**src/rtl/ram_arbiter_if.sv**
```systemverilog
// ram_arbiter_if
//  Bundles the two requester channels (m0 = load/store unit, m1 = fetch /
//  debug loader) and the single RAM port that ram_arbiter multiplexes.
//  Signal suffixes follow the arbiter's point of view: _i is driven into the
//  arbiter, _o is driven by it.
//  Modports:
//   slave  - the arbiter: takes requests and RAM read data, drives grants,
//            responses and the RAM command.
//   master - the surroundings (requesters plus RAM): the mirror image.
interface ram_arbiter_if #(
   parameter int ADDR_W = 64,
   parameter int DATA_W = 64
);
   logic              m0_req_i;
   logic              m0_we_i;
   logic [ADDR_W-1:0] m0_addr_i;
   logic [DATA_W-1:0] m0_wdata_i;
   logic              m0_gnt_o;
   logic              m0_rvalid_o;
   logic [DATA_W-1:0] m0_rdata_o;
   logic              m0_err_o;

   logic              m1_req_i;
   logic              m1_we_i;
   logic [ADDR_W-1:0] m1_addr_i;
   logic [DATA_W-1:0] m1_wdata_i;
   logic              m1_gnt_o;
   logic              m1_rvalid_o;
   logic [DATA_W-1:0] m1_rdata_o;
   logic              m1_err_o;

   logic              ram_read_en_o;
   logic              ram_write_en_o;
   logic [ADDR_W-1:0] ram_addr_o;
   logic [DATA_W-1:0] ram_wdata_o;
   logic [DATA_W-1:0] ram_rdata_i;
   logic              ram_err_i;

   modport slave (
      input  m0_req_i, m0_we_i, m0_addr_i, m0_wdata_i,
      output m0_gnt_o, m0_rvalid_o, m0_rdata_o, m0_err_o,
      input  m1_req_i, m1_we_i, m1_addr_i, m1_wdata_i,
      output m1_gnt_o, m1_rvalid_o, m1_rdata_o, m1_err_o,
      output ram_read_en_o, ram_write_en_o, ram_addr_o, ram_wdata_o,
      input  ram_rdata_i, ram_err_i
   );

   modport master (
      output m0_req_i, m0_we_i, m0_addr_i, m0_wdata_i,
      input  m0_gnt_o, m0_rvalid_o, m0_rdata_o, m0_err_o,
      output m1_req_i, m1_we_i, m1_addr_i, m1_wdata_i,
      input  m1_gnt_o, m1_rvalid_o, m1_rdata_o, m1_err_o,
      input  ram_read_en_o, ram_write_en_o, ram_addr_o, ram_wdata_o,
      output ram_rdata_i, ram_err_i
   );
endinterface

```
**src/rtl/ram_arbiter.sv**
```systemverilog
// ram_arbiter
//  Shares one data RAM port between two requesters. One transaction is in
//  flight at a time: grant in IDLE, a single-cycle RAM enable in ACCESS, and a
//  one-cycle completion pulse to the owning port in RESP.
//  Ports:
//   clk_i    - clock, all state on the rising edge
//   rst_n_i  - asynchronous active-low reset
//   bus      - ram_arbiter_if.slave: m0/m1 request/response channels and the
//              RAM command/read-data port
//   busy_o   - high whenever the FSM is outside IDLE
//  Build option:
//   RAM_ARB_RR_EN - defined: round-robin on contention (port not granted last
//                   wins). Undefined: fixed priority, port 0 wins.
//
//  state     | meaning
//  ----------+---------------------------------------------------------------
//  ST_IDLE   | waiting for a request; grant is combinational from req
//  ST_ACCESS | RAM enabled for exactly this cycle with the latched command
//  ST_RESP   | RAM read data / error returned to the owner with rvalid
module ram_arbiter #(
   parameter int ADDR_W     = 64,
   parameter int DATA_W     = 64,
   parameter int ALIGN_BITS = 3
) (
   input  logic               clk_i,
   input  logic               rst_n_i,
   ram_arbiter_if.slave       bus,
   output logic               busy_o
);

   typedef enum logic [1:0] {
      ST_IDLE   = 2'd0,
      ST_ACCESS = 2'd1,
      ST_RESP   = 2'd2
   } state_t;

   state_t            state_q, state_d;
   logic              owner_q, owner_d;
   logic              we_q, we_d;
   logic [ADDR_W-1:0] addr_q, addr_d;
   logic [DATA_W-1:0] wdata_q, wdata_d;
   logic              misalign_q, misalign_d;

   logic              req_any;
   logic              sel1;
   logic              sel_we;
   logic [ADDR_W-1:0] sel_addr;
   logic [DATA_W-1:0] sel_wdata;
   logic              sel_misalign;
   logic              gnt0, gnt1;

   assign req_any = bus.m0_req_i | bus.m1_req_i;

`ifdef RAM_ARB_RR_EN
   // last_q = port granted most recently; on contention the other one wins.
   logic last_q, last_d;
   assign sel1 = bus.m1_req_i & (~bus.m0_req_i | ~last_q);
`else
   assign sel1 = bus.m1_req_i & ~bus.m0_req_i;
`endif

   assign sel_we    = sel1 ? bus.m1_we_i    : bus.m0_we_i;
   assign sel_addr  = sel1 ? bus.m1_addr_i  : bus.m0_addr_i;
   assign sel_wdata = sel1 ? bus.m1_wdata_i : bus.m0_wdata_i;

   generate
      if (ALIGN_BITS == 0) begin : g_no_align
         assign sel_misalign = 1'b0;
      end else begin : g_align
         assign sel_misalign = |sel_addr[ALIGN_BITS-1:0];
      end
   endgenerate

   always_comb begin
      state_d    = state_q;
      owner_d    = owner_q;
      we_d       = we_q;
      addr_d     = addr_q;
      wdata_d    = wdata_q;
      misalign_d = misalign_q;
      gnt0       = 1'b0;
      gnt1       = 1'b0;
`ifdef RAM_ARB_RR_EN
      last_d     = last_q;
`endif
      case (state_q)
         ST_IDLE: begin
            if (req_any) begin
               gnt0       = ~sel1;
               gnt1       = sel1;
               owner_d    = sel1;
               we_d       = sel_we;
               addr_d     = sel_addr;
               wdata_d    = sel_wdata;
               misalign_d = sel_misalign;
`ifdef RAM_ARB_RR_EN
               last_d     = sel1;
`endif
               // A misaligned access never touches the RAM.
               state_d    = sel_misalign ? ST_RESP : ST_ACCESS;
            end
         end
         ST_ACCESS: state_d = ST_RESP;
         ST_RESP:   state_d = ST_IDLE;
         default:   state_d = ST_IDLE;
      endcase
   end

   always_ff @(posedge clk_i or negedge rst_n_i) begin
      if (!rst_n_i) begin
         state_q    <= ST_IDLE;
         owner_q    <= 1'b0;
         we_q       <= 1'b0;
         addr_q     <= '0;
         wdata_q    <= '0;
         misalign_q <= 1'b0;
      end else begin
         state_q    <= state_d;
         owner_q    <= owner_d;
         we_q       <= we_d;
         addr_q     <= addr_d;
         wdata_q    <= wdata_d;
         misalign_q <= misalign_d;
      end
   end

`ifdef RAM_ARB_RR_EN
   // Reset points at port 1 so port 0 wins the first contention.
   always_ff @(posedge clk_i or negedge rst_n_i) begin
      if (!rst_n_i) begin
         last_q <= 1'b1;
      end else begin
         last_q <= last_d;
      end
   end
`endif

   // Grant is combinational from req, so it is masked while reset is held to
   // keep every output low during reset.
   assign bus.m0_gnt_o = gnt0 & rst_n_i;
   assign bus.m1_gnt_o = gnt1 & rst_n_i;

   // Enables decode straight from the state register, so they fall as soon as
   // reset asserts. Address/data hold the latched command in every state.
   assign bus.ram_read_en_o  = (state_q == ST_ACCESS) & ~we_q;
   assign bus.ram_write_en_o = (state_q == ST_ACCESS) & we_q;
   assign bus.ram_addr_o     = addr_q;
   assign bus.ram_wdata_o    = wdata_q;

   logic              resp_active;
   logic              rvalid0, rvalid1;
   logic              resp_err;
   logic [DATA_W-1:0] resp_rdata;

   assign resp_active = (state_q == ST_RESP);
   assign rvalid0     = resp_active & ~owner_q;
   assign rvalid1     = resp_active & owner_q;
   assign resp_err    = bus.ram_err_i | misalign_q;
   assign resp_rdata  = (~we_q & ~resp_err) ? bus.ram_rdata_i : '0;

   assign bus.m0_rvalid_o = rvalid0;
   assign bus.m0_rdata_o  = rvalid0 ? resp_rdata : '0;
   assign bus.m0_err_o    = rvalid0 & resp_err;
   assign bus.m1_rvalid_o = rvalid1;
   assign bus.m1_rdata_o  = rvalid1 ? resp_rdata : '0;
   assign bus.m1_err_o    = rvalid1 & resp_err;

   assign busy_o = (state_q != ST_IDLE);

endmodule

```
**src/flat_wrapper.sv**
```systemverilog
// flat-port wrapper written by rule: the top's interface ports become plain ports
module ram_arbiter_flat 
#(
   parameter int ADDR_W     = 64,
   parameter int DATA_W     = 64,
   parameter int ALIGN_BITS = 3
)
  (clk_i, rst_n_i, busy_o, bus_m0_req_i, bus_m0_we_i, bus_m0_addr_i, bus_m0_wdata_i, bus_m0_gnt_o, bus_m0_rvalid_o, bus_m0_rdata_o, bus_m0_err_o, bus_m1_req_i, bus_m1_we_i, bus_m1_addr_i, bus_m1_wdata_i, bus_m1_gnt_o, bus_m1_rvalid_o, bus_m1_rdata_o, bus_m1_err_o, bus_ram_read_en_o, bus_ram_write_en_o, bus_ram_addr_o, bus_ram_wdata_o, bus_ram_rdata_i, bus_ram_err_i);
  ram_arbiter_if #(.ADDR_W(ADDR_W), .DATA_W(DATA_W)) bus_i ();
  input  logic clk_i;
  input  logic rst_n_i;
  output logic busy_o;
  input wire logic [$bits(bus_i.m0_req_i)-1:0] bus_m0_req_i;
  input wire logic [$bits(bus_i.m0_we_i)-1:0] bus_m0_we_i;
  input wire logic [$bits(bus_i.m0_addr_i)-1:0] bus_m0_addr_i;
  input wire logic [$bits(bus_i.m0_wdata_i)-1:0] bus_m0_wdata_i;
  output wire logic [$bits(bus_i.m0_gnt_o)-1:0] bus_m0_gnt_o;
  output wire logic [$bits(bus_i.m0_rvalid_o)-1:0] bus_m0_rvalid_o;
  output wire logic [$bits(bus_i.m0_rdata_o)-1:0] bus_m0_rdata_o;
  output wire logic [$bits(bus_i.m0_err_o)-1:0] bus_m0_err_o;
  input wire logic [$bits(bus_i.m1_req_i)-1:0] bus_m1_req_i;
  input wire logic [$bits(bus_i.m1_we_i)-1:0] bus_m1_we_i;
  input wire logic [$bits(bus_i.m1_addr_i)-1:0] bus_m1_addr_i;
  input wire logic [$bits(bus_i.m1_wdata_i)-1:0] bus_m1_wdata_i;
  output wire logic [$bits(bus_i.m1_gnt_o)-1:0] bus_m1_gnt_o;
  output wire logic [$bits(bus_i.m1_rvalid_o)-1:0] bus_m1_rvalid_o;
  output wire logic [$bits(bus_i.m1_rdata_o)-1:0] bus_m1_rdata_o;
  output wire logic [$bits(bus_i.m1_err_o)-1:0] bus_m1_err_o;
  output wire logic [$bits(bus_i.ram_read_en_o)-1:0] bus_ram_read_en_o;
  output wire logic [$bits(bus_i.ram_write_en_o)-1:0] bus_ram_write_en_o;
  output wire logic [$bits(bus_i.ram_addr_o)-1:0] bus_ram_addr_o;
  output wire logic [$bits(bus_i.ram_wdata_o)-1:0] bus_ram_wdata_o;
  input wire logic [$bits(bus_i.ram_rdata_i)-1:0] bus_ram_rdata_i;
  input wire logic [$bits(bus_i.ram_err_i)-1:0] bus_ram_err_i;
  assign bus_i.m0_req_i = bus_m0_req_i;
  assign bus_i.m0_we_i = bus_m0_we_i;
  assign bus_i.m0_addr_i = bus_m0_addr_i;
  assign bus_i.m0_wdata_i = bus_m0_wdata_i;
  assign bus_m0_gnt_o = bus_i.m0_gnt_o;
  assign bus_m0_rvalid_o = bus_i.m0_rvalid_o;
  assign bus_m0_rdata_o = bus_i.m0_rdata_o;
  assign bus_m0_err_o = bus_i.m0_err_o;
  assign bus_i.m1_req_i = bus_m1_req_i;
  assign bus_i.m1_we_i = bus_m1_we_i;
  assign bus_i.m1_addr_i = bus_m1_addr_i;
  assign bus_i.m1_wdata_i = bus_m1_wdata_i;
  assign bus_m1_gnt_o = bus_i.m1_gnt_o;
  assign bus_m1_rvalid_o = bus_i.m1_rvalid_o;
  assign bus_m1_rdata_o = bus_i.m1_rdata_o;
  assign bus_m1_err_o = bus_i.m1_err_o;
  assign bus_ram_read_en_o = bus_i.ram_read_en_o;
  assign bus_ram_write_en_o = bus_i.ram_write_en_o;
  assign bus_ram_addr_o = bus_i.ram_addr_o;
  assign bus_ram_wdata_o = bus_i.ram_wdata_o;
  assign bus_i.ram_rdata_i = bus_ram_rdata_i;
  assign bus_i.ram_err_i = bus_ram_err_i;
  ram_arbiter #(.ADDR_W(ADDR_W), .DATA_W(DATA_W), .ALIGN_BITS(ALIGN_BITS)) u_core (.clk_i(clk_i), .rst_n_i(rst_n_i), .bus(bus_i), .busy_o(busy_o));
endmodule
```
**config.mk**
```make
export PLATFORM = sky130hd
export DESIGN_NAME = ram_arbiter_flat
export DESIGN_NICKNAME = d
export VERILOG_FILES = /design/src/rtl/ram_arbiter_if.sv /design/src/rtl/ram_arbiter.sv /design/src/flat_wrapper.sv
export SDC_FILE = /design/constraint.sdc
export NUM_CORES = 1
export LEC_CHECK = 0
export CORE_AREA = 2 2 230 232
export CTS_CLUSTER_DIAMETER = 30
export DETAILED_ROUTE_END_ITERATION = 6
export DIE_AREA = 0 0 232 234
export RECOVER_POWER = 50
export SYNTH_ARGS = -nofsm -noshare
export SYNTH_HDL_FRONTEND = slang
export SYNTH_SLANG_ARGS = --single-unit
```
**constraint.sdc**
```tcl
create_clock -name clk_i -period 2.6 [get_ports clk_i]
set_clock_uncertainty 0.1 [all_clocks]
set_input_delay 0.52 -clock clk_i [delete_from_list [all_inputs] [get_ports clk_i]]
set_output_delay 0.52 -clock clk_i [all_outputs]
set_load 0.01 [all_outputs]
```
* After elaboration in Yosys (flattened, before gate mapping)
Cells that the tools add are included.
** Word-level totals
- Input port bits :: 327
- Output and inout port bits :: 265
- Flip-flop bits (word level) :: 133
** Cells by class
- Equal/unequal tests :: 3
- Reduce and logical (&&, ||, !) cells :: 4
- Muxes and demuxes :: 13
- Bitwise logic cells :: 17
** Operators with widths (number)
- $mux 64 :: 5
- $and 1x1->1 :: 10
- $mux 1 :: 5
- $not 1->1 :: 5
- $mux 2 :: 2
- $pmux 2 s2 :: 1
- $reduce_or 3->1 :: 1
- $eq 2x1->1 const B :: 1
- $eq 2x2->1 const B :: 1
- $logic_not 2->1 :: 1
- $ne 2x1->1 const B :: 1
- $or 1x1->1 :: 2
- $reduce_and 2->1 :: 1
- $reduce_bool 2->1 :: 1

* Longest topological paths before layout
- Word-level depth :: 7
- Mapped depth :: 7
- Gate-level depth less buffers :: 4

* Least setup slack after synthesis
OpenSTA, ideal clock, no wires.
- Kind :: register -> output
- Start :: reg u_core.state_q[0]
- End :: out bus_m1_rdata_o[10]
- Cell stages (with the launch flop) :: 5
- Arrival :: 1.332 ns
- Required time :: 1.980 ns
- Setup slack :: 0.648 ns
- Cell sequence :: dfrtp_1 -> nand3b_1 -> nor4_4 -> clkbuf_2 -> and2_1
** On the way
- Word-level cells in the longest chain between the ends :: 3
** RTL lines
- start: declaration :: RTL line ram_arbiter.sv:37 : state_t state_q, state_d;
- start signal: assignment :: RTL line ram_arbiter.sv:118 : state_q <= state_d;
- $eq 2x2->1 :: RTL line ram_arbiter.sv:155 : assign resp_active = (state_q == ST_RESP);
- $and 1x1->1 :: RTL line ram_arbiter.sv:157 : assign rvalid1 = resp_active & owner_q;
- $mux 64 :: RTL line ram_arbiter.sv:165 : assign bus.m1_rdata_o = rvalid1 ? resp_rdata : '0;
- end: declaration :: RTL line flat_wrapper.sv:27 : output wire logic [$bits(bus_i.m1_rdata_o)-1:0] bus_m1_rdata_o;
No other way between the ends.

* Final worst setup path
- Start :: reg u_core.state_q[0]
- End :: out bus_m1_rdata_o[42]
The elaborated chain is that of the path after synthesis.

==> impl_metrics.xml <==
<?xml version="1.0" encoding="UTF-8"?>
<metrics>
  <group name="layout">
    <metric name="final-seq-area" unit="sq um">3330</metric>
    <metric name="filler_cell_count" unit="">5421</metric>
    <metric name="finish.net_count" unit="">1691</metric>
    <metric name="layout-drive-gt1-share" unit="%">23.7</metric>
    <metric name="final_cell_count_no_fill" unit="">2067</metric>
    <metric name="multi_input_area" unit="sq um">3640</metric>
    <metric name="finish.instance_area" unit="sq um">15200</metric>
    <metric name="flow.area_growth_from_synthesis" unit="%">112</metric>
  </group>
  <group name="sta">
    <metric name="final.setup.tns" unit="ps">-20060</metric>
    <metric name="post-route-min-period" unit="ps">2980</metric>
    <metric name="final_worst_path_cycle_share" unit="%">114</metric>
    <metric name="final.hold.worst_slack" unit="ps">375</metric>
    <metric name="slew_headroom" unit="%">4.91</metric>
    <metric name="finalHoldViolations" unit="">0</metric>
    <metric name="setup-violations-final" unit="">126</metric>
    <metric name="slew_viol_final" unit="">0</metric>
    <metric name="max_slew.worst_pin.slew" unit="ps">1430</metric>
    <metric name="finalWorstSetupSlack" unit="ps">-375</metric>
    <metric name="max_clock_freq" unit="GHz">0.336</metric>
    <metric name="grt_setup_unrepaired" unit="">true</metric>
  </group>
  <group name="route">
    <metric name="dr.pass1.iters" unit="">4</metric>
    <metric name="route.final.wire_length" unit="microns">36500</metric>
    <metric name="drt_iter0_markers" unit="">234</metric>
    <metric name="detailroute.via_count" unit="">7717</metric>
    <metric name="drc_errors" unit="">0</metric>
    <metric name="ant_nets" unit="">0</metric>
    <metric name="vias_per_cell" unit="">3.73</metric>
    <metric name="route.detailed.wl_per_inst" unit="microns">17.6</metric>
  </group>
  <group name="place">
    <metric name="port_buffers" unit="">591</metric>
    <metric name="dpl.hpwl" unit="microns">27700</metric>
    <metric name="place.gp.congestion" unit="">0.848</metric>
    <metric name="placement.cell_area" unit="sq um">13900</metric>
    <metric name="dpl.cell_count" unit="">1989</metric>
  </group>
  <group name="logic_synthesis">
    <metric name="largest_family_of_logic_cells_by_synthesized_area" unit="">simple AND/OR/NAND/NOR gates</metric>
    <metric name="yosys.area_share.xor_xnor" unit="%">0</metric>
    <metric name="post_synth_mux_area_share" unit="%">18.0</metric>
    <metric name="synth.cell_area" unit="sq um">7190</metric>
    <metric name="synthCells" unit="">735</metric>
    <metric name="synth_area_leaders" unit="">dfrtp_1, mux2i_1, and2_1</metric>
    <metric name="yosysTopAreaCellShare" unit="%">46.3</metric>
    <metric name="yosysUniqueCellTypes" unit="">28</metric>
    <metric name="mappedNetlistNets" unit="">1062</metric>
    <metric name="synthSimpleGateAreaFrac" unit="%">19.7</metric>
    <metric name="synthesis_stage_register_bit_count" unit="">133</metric>
    <metric name="synth.yosys.seq_area_share" unit="%">46.3</metric>
    <metric name="cell_taking_the_most_area_after_synthesis" unit="">dfrtp_1</metric>
    <metric name="synth_compound_gate_area_share" unit="%">9.52</metric>
    <metric name="synthAdderAreaFrac" unit="%">0</metric>
    <metric name="synth.yosys.warnings" unit="">0</metric>
    <metric name="post_synth.cell_area_avg" unit="sq um">9.78</metric>
  </group>
  <group name="worst_setup_path">
    <metric name="timing.critical_path.fanout_max" unit="">6</metric>
    <metric name="rr_startpoint" unit="">u_core.state_q[0]</metric>
    <metric name="r2r-end" unit="">u_core.bus.ram_wdata_o[18]</metric>
    <metric name="critPathRequiredTime" unit="ps">1980</metric>
    <metric name="crit_arrival" unit="ps">2360</metric>
    <metric name="endpoint_kind" unit="">output pin</metric>
    <metric name="crit_start" unit="">u_core.state_q[0]</metric>
    <metric name="criticalPathCategory" unit="">flop to output pin</metric>
    <metric name="r2r_setup_slack" unit="ps">170</metric>
    <metric name="ff_to_ff_path_depth" unit="">8</metric>
    <metric name="cp-start-kind" unit="">flop</metric>
  </group>
  <group name="power_and_ir_drop">
    <metric name="total_leakage_power" unit="nW">7.16</metric>
    <metric name="switching_share" unit="%">32.1</metric>
    <metric name="post-layout-total-power" unit="mW">9.08</metric>
    <metric name="clock_power_share" unit="%">28.0</metric>
    <metric name="combinationalPowerShare" unit="%">39.3</metric>
    <metric name="power_density_over_the_cells" unit="nW/um^2">597</metric>
    <metric name="p_seq_share" unit="%">32.7</metric>
    <metric name="net-switching-power" unit="mW">2.91</metric>
    <metric name="worst_supply_voltage_drop_on_vdd" unit="V">0.000468</metric>
    <metric name="p_int" unit="mW">6.17</metric>
  </group>
  <group name="status">
    <metric name="status" unit="">finished, violations left</metric>
    <metric name="violated_checks" unit="">setup timing</metric>
  </group>
  <group name="clock_network">
    <metric name="clk_pin_slew" unit="ps">60</metric>
    <metric name="cts_tree" unit="">done</metric>
    <metric name="cts_max_level" unit="">4</metric>
    <metric name="cts_bufs_inserted" unit="">17</metric>
    <metric name="root_buffer_cell" unit="">clkbuf_16</metric>
    <metric name="number_of_clock_sinks_seen_by_cts" unit="">133</metric>
    <metric name="cts.path.max_buffers" unit="">2</metric>
    <metric name="clock_latency" unit="ps">460</metric>
  </group>
  <group name="hold_path">
    <metric name="timing.hold.worst_endpoint" unit="">u_core.bus.ram_wdata_o[35]</metric>
    <metric name="worst_hold_path.num_cells" unit="">2</metric>
    <metric name="min_from" unit="">u_core.bus.ram_wdata_o[35]</metric>
    <metric name="holdCritPathClass" unit="">flop to flop</metric>
  </group>
  <group name="floorplanning">
    <metric name="floorplan.die.height" unit="microns">234</metric>
    <metric name="fp.coreArea" unit="sq um">52000</metric>
    <metric name="die_width" unit="microns">232</metric>
    <metric name="std_cell_rows" unit="">84</metric>
    <metric name="io-pin-count" unit="">592</metric>
    <metric name="initial_cell_density_of_the_core" unit="%">13.8</metric>
    <metric name="floorplan.die_area" unit="sq um">54300</metric>
  </group>
  <group name="grt">
    <metric name="grt_overflow_total" unit="">0</metric>
    <metric name="grt_pass1_vias" unit="">7297</metric>
    <metric name="number_of_antenna_violations_at_the_first_check_in_global_routing" unit="">7</metric>
    <metric name="overall_routing_resource_usage" unit="%">11.9</metric>
    <metric name="wire_length_of_the_first_global_routing_pass" unit="microns">46400</metric>
    <metric name="pin_count_of_the_biggest_net_entering_global_routing" unit="">103</metric>
  </group>
  <group name="job">
    <metric name="drv_cap" unit="">0</metric>
  </group>
</metrics>
-- worst max path at each step --
stage / end / slack [ps] / cells past startpoint
final: bus_m1_rdata_o[42] / -380 / 7
after global routing: bus_m1_rdata_o[42] / -440 / 7
after CTS: bus_m0_rdata_o[46] / -490 / 5
after detailed placement: bus_m1_rdata_o[43] / -340 / 5
after global placement: bus_m0_rdata_o[46] / -300 / 6
after floorplan: bus_m1_rdata_o[10] / 650 / 4
-- final cells by class --
| class | count | share of cell area [%] |
|---|---|---|
| inverters | 3 | 0.0740 |
| flip-flops and latches | 133 | 21.9 |
| multi-input cells | 543 | 23.9 |
| well taps | 688 | 5.66 |
| diodes | 2 | 0.0329 |
| clock inverters | 15 | 1.17 |
| repair buffers | 666 | 44.5 |
| clock buffers | 17 | 2.79 |
-- per-layer routing --
metal	up-vias	share of wire [%]	wire length [microns]	GRT usage [%]
li1	3720	-	-	-
met2	365	54	19700	22.3
met1	3580	36	13200	12.2
met3	52	7.0	2560	3.79
met5	-	0	0	0
met4	0	2.7	996	4.69
-- state kept, by name, summed over array words and instances, names as in the netlist --
name	count
u_core.bus.ram_addr_o	64
u_core.bus.ram_wdata_o	64
u_core.misalign_q	1
u_core.owner_q	1
u_core.state_q	2
u_core.we_q	1
-- power groups by stage --
| stage | Sequential [mW] | Clock, mW | Combinational [mW] |
|---|---|---|---|
| 6_report | 2.97 | 2.54 | 3.57 |
| 5_1_grt | 3.05 | 2.74 | 3.86 |
| 4_1_cts | 2.98 | 2.67 | 3.48 |
| 3_5_place_dp | 3.00 | 0 | 3.47 |
| 3_3_place_gp | 2.98 | 0 | 3.46 |
| 2_1_floorplan | 3.24 | 0 | 0.952 |
-- per-stage QoR --
stage	utilization, %	worst slack [ps]
final	29.3	-375
after global routing	29.3	-436
after CTS	27.8	-491
after detailed placement	26.6	-338
after global placement	26.6	-305
after floorplan	-	648
-- timing repair --
action / 4_1_cts / 5_1_grt
cloned: 0 / 17
endpoints found under the hold margin: 16 / 0
hold buffers: 2 / 0
gates resized for setup: 123 / 543
setup endpoints to repair: 135 / 137
pin swaps: 7 / 43
setup buffers: 0 / 25
-- kinds of logic (layout without fill, tap and decap cells) --
| group | count (synthesis) | count (layout) |
|---|---|---|
| muxes | 129 | 129 |
| buffers and inverters | 59 | 701 |
| and+or+nand+nor | 279 | 279 |
| AOI/OAI and AO/OA | 135 | 135 |
| DFF | 133 | 133 |
| other | 0 | 2 |
-- synthesized netlist by cell type, drive strengths merged --
library cell / number
a21oi: 3
dfrtp: 133
and3: 2
nor4: 1
inv: 3
nand3b: 1
nand2b: 2
buf: 37
o31ai: 1
or3: 1
a21boi: 1
and2: 129
mux2i: 129
o21ai: 130
nand2: 131
clkbuf: 19
nor2: 9
nor3b: 1
nor3: 1
nor2b: 1
-- placed cells by master, fill, tap and decap left out, drive strengths merged --
master | netlist | final
clkdlybuf4s50 | 0 | 453
dlygate4sd3 | 0 | 2
nor3b | 1 | 1
diode | 0 | 2
bufinv | 0 | 3
inv | 3 | 6
nor3 | 1 | 1
or3 | 1 | 1
dlymetal6s2s | 0 | 9
clkbuf | 19 | 35
clkinvlp | 0 | 2
nand2b | 2 | 2
o21ai | 130 | 130
buf | 37 | 184
a21boi | 1 | 1
nor2 | 9 | 9
nand2 | 131 | 131
nand3b | 1 | 1
dfrtp | 133 | 133
nor4 | 1 | 1
and2 | 129 | 129
clkinv | 0 | 7
nor2b | 1 | 1
and3 | 2 | 2
o31ai | 1 | 1
mux2i | 129 | 129
a21oi | 3 | 3
-- worst max-delay path, cell delays in order (launching register included) --
cell       delay (ps)
dfrtp_1           380
nand3b_1          320
nor4_4            460
buf_4             230
buf_6             130
clkbuf_16         140
and2_4            140
buf_6              90
(Power assumes the default switching activity.)
